**src/rtl/input_debouncer_pkg.sv**
```systemverilog
// Shared types and limits for the input debouncer.
//   deb_state_t       : debounce FSM state encoding
//   MIN_SYNC_STAGES   : smallest legal synchronizer depth
//   MIN_DEBOUNCE      : smallest legal debounce qualification length
package input_debouncer_pkg;

    typedef enum logic [1:0] {
        STABLE_LO = 2'd0,
        CHK_HI    = 2'd1,
        STABLE_HI = 2'd2,
        CHK_LO    = 2'd3
    } deb_state_t;

    localparam int unsigned MIN_SYNC_STAGES = 2;
    localparam int unsigned MIN_DEBOUNCE    = 2;

    function automatic bit params_ok(int unsigned sync_stages, int unsigned debounce_cycles);
        return (sync_stages >= MIN_SYNC_STAGES) && (debounce_cycles >= MIN_DEBOUNCE);
    endfunction

endpackage

```
**src/rtl/input_debouncer_if.sv**
```systemverilog
// Signal bundle between a raw-input source and the debouncer.
//   raw_in, enable        : driven by the source (master)
//   level, rise, fall, busy : driven by the debouncer (slave)
interface input_debouncer_if;

    logic raw_in;
    logic enable;
    logic level;
    logic rise;
    logic fall;
    logic busy;

    modport master (
        output raw_in,
        output enable,
        input  level,
        input  rise,
        input  fall,
        input  busy
    );

    modport slave (
        input  raw_in,
        input  enable,
        output level,
        output rise,
        output fall,
        output busy
    );

endinterface

```
**src/rtl/bit_synchronizer.sv**
```systemverilog
// Multi-flop synchronizer for a single asynchronous bit.
//   clk   : destination clock
//   rst_n : asynchronous active-low reset, loads RESET_VAL into every flop
//   d     : asynchronous input
//   q     : synchronized output (last flop of the chain)
module bit_synchronizer #(
    parameter int unsigned STAGES    = 2,
    parameter logic        RESET_VAL = 1'b0
) (
    input  logic clk,
    input  logic rst_n,
    input  logic d,
    output logic q
);

    logic [STAGES-1:0] chain;

    always_ff @(posedge clk or negedge rst_n) begin
        if (!rst_n) begin
            chain <= {STAGES{RESET_VAL}};
        end else begin
            chain <= {chain[STAGES-2:0], d};
        end
    end

    assign q = chain[STAGES-1];

endmodule

```
**src/rtl/input_debouncer.sv**
```systemverilog
// Debouncer for an asynchronous, bouncy input feeding the inverter datapath.
// raw_in is synchronized, then a level change is accepted only after it has
// been seen for DEBOUNCE_CYCLES consecutive clocks.
//   clk   : system clock
//   rst_n : asynchronous active-low reset
//   dif   : slave side of input_debouncer_if
//           raw_in/enable in; level, rise, fall, busy out
module input_debouncer
    import input_debouncer_pkg::*;
#(
    parameter int unsigned SYNC_STAGES     = 2,
    parameter int unsigned DEBOUNCE_CYCLES = 4
) (
    input  logic              clk,
    input  logic              rst_n,
    input_debouncer_if.slave  dif
);

    localparam int unsigned CNT_W = $clog2(DEBOUNCE_CYCLES + 1);
    localparam logic [CNT_W-1:0] CNT_LAST = CNT_W'(DEBOUNCE_CYCLES - 1);
    localparam logic [CNT_W-1:0] CNT_ONE  = CNT_W'(1);

    if (!params_ok(SYNC_STAGES, DEBOUNCE_CYCLES)) begin : g_param_check
        $error("input_debouncer: SYNC_STAGES and DEBOUNCE_CYCLES must both be >= 2");
    end

    logic s;

    bit_synchronizer #(
        .STAGES    (SYNC_STAGES),
        .RESET_VAL (1'b0)
    ) u_sync (
        .clk   (clk),
        .rst_n (rst_n),
        .d     (dif.raw_in),
        .q     (s)
    );

    deb_state_t       state, state_nxt;
    logic [CNT_W-1:0] cnt, cnt_nxt;
    logic             level_q, level_nxt;
    logic             rise_q, rise_nxt;
    logic             fall_q, fall_nxt;

    always_ff @(posedge clk or negedge rst_n) begin
        if (!rst_n) begin
            state   <= STABLE_LO;
            cnt     <= '0;
            level_q <= 1'b0;
            rise_q  <= 1'b0;
            fall_q  <= 1'b0;
        end else begin
            state   <= state_nxt;
            cnt     <= cnt_nxt;
            level_q <= level_nxt;
            rise_q  <= rise_nxt;
            fall_q  <= fall_nxt;
        end
    end

    always_comb begin
        state_nxt = state;
        cnt_nxt   = cnt;
        level_nxt = level_q;
        rise_nxt  = 1'b0;
        fall_nxt  = 1'b0;
        unique case (state)
            STABLE_LO: begin
                if (dif.enable && s) begin
                    state_nxt = CHK_HI;
                    cnt_nxt   = CNT_ONE;
                end
            end
            CHK_HI: begin
                if (!dif.enable || !s) begin
                    state_nxt = STABLE_LO;
                    cnt_nxt   = '0;
                end else if (cnt == CNT_LAST) begin
                    state_nxt = STABLE_HI;
                    level_nxt = 1'b1;
                    rise_nxt  = 1'b1;
                    cnt_nxt   = '0;
                end else begin
                    cnt_nxt = cnt + CNT_ONE;
                end
            end
            STABLE_HI: begin
                if (dif.enable && !s) begin
                    state_nxt = CHK_LO;
                    cnt_nxt   = CNT_ONE;
                end
            end
            CHK_LO: begin
                if (!dif.enable || s) begin
                    state_nxt = STABLE_HI;
                    cnt_nxt   = '0;
                end else if (cnt == CNT_LAST) begin
                    state_nxt = STABLE_LO;
                    level_nxt = 1'b0;
                    fall_nxt  = 1'b1;
                    cnt_nxt   = '0;
                end else begin
                    cnt_nxt = cnt + CNT_ONE;
                end
            end
            default: begin
                state_nxt = STABLE_LO;
                cnt_nxt   = '0;
            end
        endcase
    end

    assign dif.level = level_q;
    assign dif.rise  = rise_q;
    assign dif.fall  = fall_q;
    assign dif.busy  = (state == CHK_HI) || (state == CHK_LO);

endmodule

```
**src/flat_wrapper.sv**
```systemverilog
// flat-port wrapper written by rule: the top's interface ports become plain ports
module input_debouncer_flat import input_debouncer_pkg::*;
#(
    parameter int unsigned SYNC_STAGES     = 2,
    parameter int unsigned DEBOUNCE_CYCLES = 4
)
  (clk, rst_n, dif_raw_in, dif_enable, dif_level, dif_rise, dif_fall, dif_busy);
  input_debouncer_if dif_i ();
  input  logic clk;
  input  logic rst_n;
  input wire logic [$bits(dif_i.raw_in)-1:0] dif_raw_in;
  input wire logic [$bits(dif_i.enable)-1:0] dif_enable;
  output wire logic [$bits(dif_i.level)-1:0] dif_level;
  output wire logic [$bits(dif_i.rise)-1:0] dif_rise;
  output wire logic [$bits(dif_i.fall)-1:0] dif_fall;
  output wire logic [$bits(dif_i.busy)-1:0] dif_busy;
  assign dif_i.raw_in = dif_raw_in;
  assign dif_i.enable = dif_enable;
  assign dif_level = dif_i.level;
  assign dif_rise = dif_i.rise;
  assign dif_fall = dif_i.fall;
  assign dif_busy = dif_i.busy;
  input_debouncer #(.SYNC_STAGES(SYNC_STAGES), .DEBOUNCE_CYCLES(DEBOUNCE_CYCLES)) u_core (.clk(clk), .rst_n(rst_n), .dif(dif_i));
endmodule
```
**config.mk**
```make
export PLATFORM = sky130hd
export DESIGN_NAME = input_debouncer_flat
export DESIGN_NICKNAME = d
export VERILOG_FILES = /design/src/rtl/input_debouncer_pkg.sv /design/src/rtl/input_debouncer_if.sv /design/src/rtl/bit_synchronizer.sv /design/src/rtl/input_debouncer.sv /design/src/flat_wrapper.sv
export SDC_FILE = /design/constraint.sdc
export NUM_CORES = 1
export LEC_CHECK = 0
export CAP_MARGIN = 15
export CORE_UTILIZATION = 30
export CTS_CLUSTER_DIAMETER = 30
export CTS_CLUSTER_SIZE = 28
export DETAILED_ROUTE_END_ITERATION = 8
export PLACE_DENSITY_LB_ADDON = 0.05
export SYNTH_ARGS = -nofsm -noshare
export SYNTH_HDL_FRONTEND = slang
export SYNTH_SLANG_ARGS = --single-unit
export TNS_END_PERCENT = 20
```
**constraint.sdc**
```tcl
create_clock -name clk -period 2.8 [get_ports clk]
set_clock_uncertainty 0.05 [all_clocks]
set_input_delay 0.42 -clock clk [delete_from_list [all_inputs] [get_ports clk]]
set_output_delay 0.42 -clock clk [all_outputs]
set_load 0.02 [all_outputs]
```
==> flow_metrics.py <==
metrics = {
    "status": {
        "status": "complete, no violations",
    },
    "pwr": {
        "power.share.clock_pct": 31.6,
        "finalPower_uw": 408.9,
        "p_sw_uw": 119.7,
        "switching_share_pct": 29.28,
        "p_leak_uw": 0.0002582,
        "power_density_nw_per_um2": 746.1,
        "seqPwrFrac_pct": 47.4,
        "power.internal_uw": 289.2,
        "power_frac_comb_pct": 21.0,
        "vdd_drop_max_mv": 0.3069,
    },
    "routing": {
        "drc_errors": 0,
        "routedWlPerCell_um": 11.91,
        "via_per_inst": 4.966,
        "dr.pass1.iters": 4,
        "wl_um": 691,
        "drt_iter0_markers": 5,
        "final_antenna_net_count": 0,
        "vias": 288,
    },
    "clock_tree": {
        "cts-root-buf": "clkbuf_4",
        "ctsResizeCount": 0,
        "path_clk_slew_ns": 0.07,
        "cts_buffer_depth": 2,
        "hold_buffers": 0,
        "htreeDepth": 1,
        "clock_latency_ns": 0.26,
        "cts_made_buffers": 3,
        "cts_sinks": 10,
        "post_cts_buffers": 0,
        "cts_tree": "yes",
    },
    "setup_path": {
        "crit_type": "reg2out",
        "worstRegToRegCells": 4,
        "path_max_fanout": 8,
        "ff2ff_setup_slack_ns": 1.52,
        "setup.worst_path.start_class": "flip-flop",
        "rr_startpoint": "u_core.cnt[0]$_DFFE_PN0P_",
        "end_kind": "primary output",
        "crit_slowest_cell": "clkdlybuf4s50_1",
        "path_cells": "clkdlybuf4s50_1",
        "startpoint": "u_core.state[0]$_DFFE_PN0P_",
        "slowest_delay_ns": 0.66,
        "worstPathArrival_ns": 1.43,
        "critical_path_buf_inv_count": 1,
        "path_depth": 1,
        "critical-path-top-delay-family": "buffers and inverters",
        "r2r-end": "u_core.cnt[1]$_DFFE_PN0P_",
        "cp-endpoint": "dif_busy",
        "critPathRequiredTime_ns": 2.33,
    },
    "synth": {
        "synth.distinct_cells": 18,
        "synth_area_per_cell_um2": 12.93,
        "syn_inst": 33,
        "synth_seq_area_share_pct": 58.65,
        "ys_ff_latch": 10,
        "syn-num-nets": 38,
        "ys_warn_count": 0,
        "synthesis.area_um2": 426.7,
    },
    "global_route": {
        "gr-total-overflow": 0,
        "first_global_vias": 252,
        "grt_pass1_wl_um": 1055,
        "grt_max_degree": 11,
        "grt_antenna_before_repair": 0,
        "track_usage_pct": 10.85,
    },
    "die": {
        "die_height_um": 39.71,
        "num_rows": 13,
        "core_um2": 1318,
        "die_x_um": 39.71,
        "dieArea_um2": 1577,
        "initial_core_util_pct": 32.38,
        "design.portCount": 8,
    },
    "sta": {
        "setup_viol": 0,
        "fmax_ghz": 0.5265,
        "max-slew-margin-rel_pct": 70.14,
        "grt_setup_unrepaired": "no",
        "setup_tns_ns": 0,
        "worst_pin_slew_ns": 0.4466,
        "hold_viol": 0,
        "post-route-period-util_pct": 67.83,
        "final_max_slew_viol_count": 0,
        "holdWs_ns": 0.3064,
        "min_period_ns": 1.899,
    },
    "job": {
        "drv_cap": 0,
    },
    "cells_and_area": {
        "area_growth_pct": 28.45,
        "post_layout_nonfiller_instances": 58,
        "diodes": 0,
        "fin_area_um2": 548.0,
        "drive_gt1_share_pct": 13.95,
        "final_cell_mix": "dfrtp_1 (10), clkdlybuf4s50_1 (7), nand3b_1 (3), clkbuf_4 (3)",
        "layout.nets": 49,
        "layout.cells.most_common": "dfrtp_1",
    },
    "worst_hold_path": {
        "hp-start": "u_core.u_sync.chain[0]$_DFF_PN0_",
        "hold_path.class": "reg2reg",
    },
    "placed_design": {
        "io_buffers": 7,
        "dp_hpwl_um": 494.5,
        "dp.cells": 54,
        "gp_congestion": 0.7006,
        "placed_cell_area_um2": 511.7,
    },
}
-- synthesized netlist by cell type (all sizes together) --
master / count / share of area, %
inv: 1 / 0.88
xor2: 1 / 2.1
nand3b: 3 / 5.3
nor3b: 1 / 2.9
nor2: 1 / 0.88
clkbuf: 1 / 0.88
nor3: 1 / 1.2
nand4b: 1 / 5.6
mux2: 1 / 2.6
mux2i: 2 / 4.7
nor2b: 1 / 1.5
nand2b: 2 / 2.9
o21ai: 1 / 1.2
ha: 1 / 2.9
o21a: 1 / 1.8
nand2: 2 / 1.8
dfrtp: 10 / 59
a21oi: 2 / 2.3
-- sequential cells by signal, summed over array words and instances (netlist names) --
signal / cells
u_core.dif.fall: 1
u_core.cnt: 3
u_core.state: 2
u_core.dif.rise: 1
u_core.dif.level: 1
u_core.u_sync.chain: 2
-- cell families (layout without fill, tap and decap cells) --
logic type,after synthesis,count (layout),share of synthesized area [%]
compound gates,4,4,5.278
simple gates,12,12,21.99
xor+xnor,1,1,2.053
buf+inv,2,12,1.758
mux,3,3,7.331
fa+ha+maj,1,1,2.932
flops,10,10,58.65
-- per-layer routing --
layer	share of wire [%]	up-vias	global-route usage [%]	wire length, µm
met5	0	-	0	0
met4	3.3	0	7.759	23
met3	7.5	4	3.409	52
met2	38	14	13.52	262
met1	51	135	15.19	352
li1	-	135	-	-
-- how the worst min path moves through the flow --
stage                                  endpoint  slack [ns]  cells past startpoint
6_report       u_core.u_sync.chain[1]$_DFF_PN0_        0.31                      0
5_1_grt        u_core.u_sync.chain[1]$_DFF_PN0_        0.32                      0
4_1_cts        u_core.u_sync.chain[1]$_DFF_PN0_        0.30                      0
3_5_place_dp   u_core.u_sync.chain[1]$_DFF_PN0_        0.29                      0
3_3_place_gp   u_core.u_sync.chain[1]$_DFF_PN0_        0.29                      0
2_1_floorplan         u_core.cnt[0]$_DFFE_PN0P_        0.07                      0
-- power groups by stage --
stage | clock network [µW] | logic, µW | registers, µW
global placement | 0 | 80.2 | 194
finish | 129 | 85.7 | 194
detailed placement | 0 | 84.4 | 196
CTS | 130 | 86.5 | 193
floorplan | 0 | 60.1 | 190
global route | 138 | 93.0 | 196
-- stage by stage --
| stage | worst slack (ns) | util (%) |
|---|---|---|
| after global routing | 0.8535 | 41.60 |
| after detailed placement | 1.180 | 38.84 |
| final | 0.9007 | 41.60 |
| after global placement | 1.203 | 38.84 |
| after CTS | 0.8991 | 41.60 |
| after floorplan | 1.598 | - |
-- cell type report --
cell class / instances / area (µm²)
fillers: 120 / 769.5
clock buffers: 4 / 36.28
flip-flops and latches: 10 / 250.2
multi-input cells: 21 / 168.9
repair buffers: 7 / 70.07
well taps: 15 / 18.77
inverters: 1 / 3.754
No activity file was read; power rests on OpenSTA's default activity.
